--- config.mk ---
export PLATFORM = sky130hd
export DESIGN_NAME = fork_n
export DESIGN_NICKNAME = d
export VERILOG_FILES = /design/src/rtl/fork_n.sv
export SDC_FILE = /design/constraint.sdc
export NUM_CORES = 1
export LEC_CHECK = 0
export CAP_MARGIN = 20
export CORE_UTILIZATION = 28
export CTS_CLUSTER_DIAMETER = 40
export DETAILED_ROUTE_END_ITERATION = 8
export MAX_ROUTING_LAYER = met4
export SKIP_LAST_GASP = 1
export SYNTH_ARGS = -nofsm -noshare
export SYNTH_HDL_FRONTEND = slang
export SYNTH_SLANG_ARGS = --single-unit
export TNS_END_PERCENT = 20
--- constraint.sdc ---
create_clock -name clk -period 2.4 [get_ports clk]
set_input_delay 0.24 -clock clk [delete_from_list [all_inputs] [get_ports clk]]
set_output_delay 0.24 -clock clk [all_outputs]
set_load 0.1 [all_outputs]
--- src/rtl/fork_n.sv ---
// -----------------------------------------------------------------------------
// fork_n
// Broadcasts one upstream 4-phase request to a masked set of N downstream
// channels and acknowledges upstream once every selected channel has
// completed its own 4-phase handshake.
//
// Ports
//   clk    : clock, all state changes on the rising edge
//   rst    : asynchronous active-high reset
//   r_i    : upstream request
//   d_i    : upstream data, valid while r_i is high
//   a_i    : upstream acknowledge (registered)
//   en_i   : channel enable mask, sampled when a transaction starts
//   r_o    : per-channel downstream request (registered)
//   d_o    : data broadcast to all channels (registered)
//   a_o    : per-channel downstream acknowledge
//   busy   : high whenever the controller is not idle
//   err    : sticky protocol-violation flag, cleared only by rst
//   cnt    : completed-transaction count, wraps modulo 2**CW
// -----------------------------------------------------------------------------
module fork_n #(
    parameter int N  = 2,
    parameter int W  = 8,
    parameter int CW = 16
) (
    input  logic          clk,
    input  logic          rst,
    input  logic          r_i,
    input  logic [W-1:0]  d_i,
    output logic          a_i,
    input  logic [N-1:0]  en_i,
    output logic [N-1:0]  r_o,
    output logic [W-1:0]  d_o,
    input  logic [N-1:0]  a_o,
    output logic          busy,
    output logic          err,
    output logic [CW-1:0] cnt
);

    typedef enum logic [1:0] {
        IDLE,
        REQ,
        ACK,
        RTZ
    } state_t;

    state_t       state;
    logic [N-1:0] m;        // channels taking part in the current transaction
    logic [N-1:0] hi;       // channels whose ack has been seen high
    logic [N-1:0] lo;       // channels whose ack has been seen low again
    logic [N-1:0] hi_next;
    logic [N-1:0] lo_next;
    logic         stray;    // an ack on a channel that was never requested

    // Include this cycle's acks so completion is recognised on the same edge
    // that samples the last one; with m == 0 both compares are trivially true,
    // which gives the bypass behaviour for an empty mask.
    always_comb begin
        hi_next = hi | (a_o & m);
        lo_next = lo | (~a_o & m);
        stray   = |(a_o & ~m);
    end

    // NOTE: every register here is assigned with <= so all of them update
    // together from the values present before the edge.
    always_ff @(posedge clk or posedge rst) begin
        if (rst) begin
            state <= IDLE;
            m     <= '0;
            hi    <= '0;
            lo    <= '0;
            a_i   <= 1'b0;
            r_o   <= '0;
            d_o   <= '0;
            busy  <= 1'b0;
            err   <= 1'b0;
            cnt   <= '0;
        end else begin
            case (state)
                IDLE: begin
                    if (|a_o) begin
                        err <= 1'b1;
                    end
                    if (r_i) begin
                        m     <= en_i;
                        d_o   <= d_i;
                        r_o   <= en_i;
                        busy  <= 1'b1;
                        state <= REQ;
                    end
                end

                REQ: begin
                    hi <= hi_next;
                    if (stray) begin
                        err <= 1'b1;
                    end
                    // Withdrawal before a_i rises is flagged but the
                    // transaction is still carried through to completion.
                    if (!r_i) begin
                        err <= 1'b1;
                    end
                    if (hi_next == m) begin
                        a_i   <= 1'b1;
                        state <= ACK;
                    end
                end

                ACK: begin
                    if (stray) begin
                        err <= 1'b1;
                    end
                    if (!r_i) begin
                        r_o   <= '0;
                        hi    <= '0;
                        state <= RTZ;
                    end
                end

                RTZ: begin
                    // A fresh r_i here is ignored; IDLE picks it up next edge.
                    if (lo_next == m) begin
                        a_i   <= 1'b0;
                        lo    <= '0;
                        cnt   <= cnt + CW'(1);
                        busy  <= 1'b0;
                        state <= IDLE;
                    end else begin
                        lo <= lo_next;
                    end
                end

                default: begin
                    state <= IDLE;
                end
            endcase
        end
    end

endmodule
==> out/results.txt <==
Yosys cell types -> 35
core area -> 0.00642 mm²
number of synthesized flops with an enable pin -> 0
CTS sink count -> 37
hpwl dp -> 2880 µm
Critical Path, Cell by Cell -> clkdlybuf4s50_1 -> and3b_1 -> nor4_4 -> buf_12 -> o211ai_1 -> mux2_1
crit path launch type -> input port
antenna cell count -> 0
number of remaining DRC errors -> 0
Final #Nets -> 238
Slowest Stage Delay on Critical Path -> 0.52 ns
first-pass GRT wire length -> 6910 µm
Setup TNS Final -> 0 ns
CP max FO -> 22
final hold vios -> 0
Post-Layout Inst Area -> 0.00247 mm²
antenna violations before repair -> 0
pin count of the biggest net entering global routing -> 38
Critical Setup Path Class -> input port to flop
TritonCTS clock tree -> done
Root Buffer -> clkbuf_8
Post-synth top flop -> dfrtp_1
YS warnings -> 0
Hold Path Class -> input port to asynchronous set/reset pin
Global Route Usage Sum -> 12.8%
Die W -> 84.1 µm
Critical Path End Type -> flop
filler cell count -> 639
max_cap viols -> 0
measured slew at the worst slew-check pin -> 0.483 ns
drt wl/cell -> 13.5 µm
post-synthesis sequential area ratio -> 49.1%
final setup vio count -> 0
H-tree depth -> 2
post-route ant nets -> 0
via count -> 1438
register area -> 926 µm²
Synth top area share -> 49.1%
PostCTS Resize Cnt -> 0
Post-synth ARST share -> 100%
vias in the first global route -> 1370
R2R setup slack -> 0.62 ns
Initial Utilization -> 29.4%
RSZ-0062 raised after global routing -> no
most area-consuming cells after synthesis -> dfrtp_1 (49%), xnor2_1 (7.0%), mux2_2 (6.0%), nand4_1 (4.3%), ha_1 (3.3%)
io pins -> 44
required time of the critical path -> 2.57 ns
relative slew slack -> 67.7%
Max Root-Sink Buffers -> 2
DRT iter0 DRCs -> 105
Syn Inst Count -> 172
Slowest-stage cell, CP -> clkdlybuf4s50_1
multi-input logic area -> 882 µm²
CTS buffer count -> 5
post-synthesis cell area -> 0.00189 mm²
row cnt -> 29
area grow syn2layout -> 30.9%
Pre-antenna DRT Iters -> 4
Die H -> 84.1 µm
number of port buffers -> 43
period utilization -> 75.7%
Reg clk slew, reported paths -> 0.07 ns
Max Freq -> 551 MHz
area leader, netlist -> dfrtp_1
Arrival @ worst endpoint -> 1.99 ns
status -> complete, no violations
post-synth net total -> 192
GPL Wtd Cong -> 0.775
overall routed net length -> 4000 µm
Max Slew Vio Count -> 0
clk_skew -> 0.00862 ns
layout cells sized above 1 -> 25.6%
Syn Area/Cell -> 11.0 µm²
gr ovfl total -> 0
buffers inserted during post-CTS setup optimization -> 0
Via-to-Cell Ratio -> 4.86
Post-DP Area -> 0.00235 mm²
die area -> 0.00707 mm²
synthesized flop and latch total -> 37
Clk Latency, worst-skew pair -> 0.29 ns
post-cts hold buffer count -> 0
minimum clock period after layout -> 1.82 ns
-- layer usage --
metal	GRT usage, %	vias to the layer above	part of all wire, %
met5	-	-	0
met2	18.7	20	46
li1	-	712	-
met1	17.3	700	50
met4	5.17	0	1.7
met3	2.67	6	2.5
-- cell usage after synthesis (6+ instances only) --
cell type / n
nand3_1: 7
inv_1: 10
dfrtp_1: 37
nand2_1: 10
clkbuf_1: 7
a21oi_1: 6
mux2_2: 10
nand4_1: 13
xnor2_1: 15
-- final timing paths --
| check | from | endpoint | cells after the start |
|---|---|---|---|
| min in group clk | cnt[15] | cnt[15] | 1 |
| worst min register to register | cnt[15] | cnt[15] | 1 |
| worst min-delay path | rst | d_o[0] | 3 |
| max in group asynchronous | rst | state[1] | 3 |
| worst max-delay path | a_o[1] | state[1] | 6 |
| worst max register to register | m[1] | state[1] | 5 |
-- per-stage QoR --
step           std cells  setup WS (ns)  hold WS [ns]  util, %
3_3_place_gp         288          0.327         0.464     36.6
5_1_grt              296          0.516         0.452     38.5
2_1_floorplan        172          0.308         0.390        -
6_report             296          0.584         0.357     38.5
3_5_place_dp         288          0.284         0.472     36.6
4_1_cts              296          0.592         0.368     38.5
-- sequential cells by signal, summed over array words and instances, names as in the netlist, 2 cells and up --
| signal | flops |
|---|---|
| d_o | 8 |
| state | 2 |
| hi | 2 |
| cnt | 16 |
| lo | 2 |
| r_o | 2 |
| m | 2 |
-- logic make-up after synthesis --
logic type                 Yosys count  share of synthesized area [%]
AOI/OAI and AO/OA                   29                           11.1
xor gates and xnor gates            15                           6.96
adders and majority gates            5                           3.32
buffers and inverters               19                           4.18
DFF                                 37                           49.1
muxes                               13                           7.69
and+or+nand+nor                     54                           17.7
-- placed cells by master, fill, tap and decap left out, types with 6 or more instances in the layout --
cell             count
nand4_1             13
a21oi_1              6
mux2_2              10
clkbuf_8             6
xnor2_1             15
buf_4               33
clkdlybuf4s50_1     14
dfrtp_1             37
nand3_1              7
inv_1               10
nand2_1             10
-- final cells by class --
type,count,share of cell area [%]
clock inverters,2,1.52
repair buffers,48,16.5
well taps,77,3.90
flip-flops and latches,37,37.5
multi-input cells,116,35.7
clock buffers,6,3.34
inverters,10,1.52
-- critical path, delay by kind of cell --
| kind | cells | cell delay, ns |
|---|---|---|
| AO/OA/AOI/OAI | 1 | 0.11 |
| multiplexers | 1 | 0.33 |
| AND/OR/NAND/NOR | 2 | 0.59 |
| buffers and inverters | 2 | 0.71 |
Power is not shown: default switching activity piles up to over one toggle a cycle in this logic, so the estimate is an artifact.
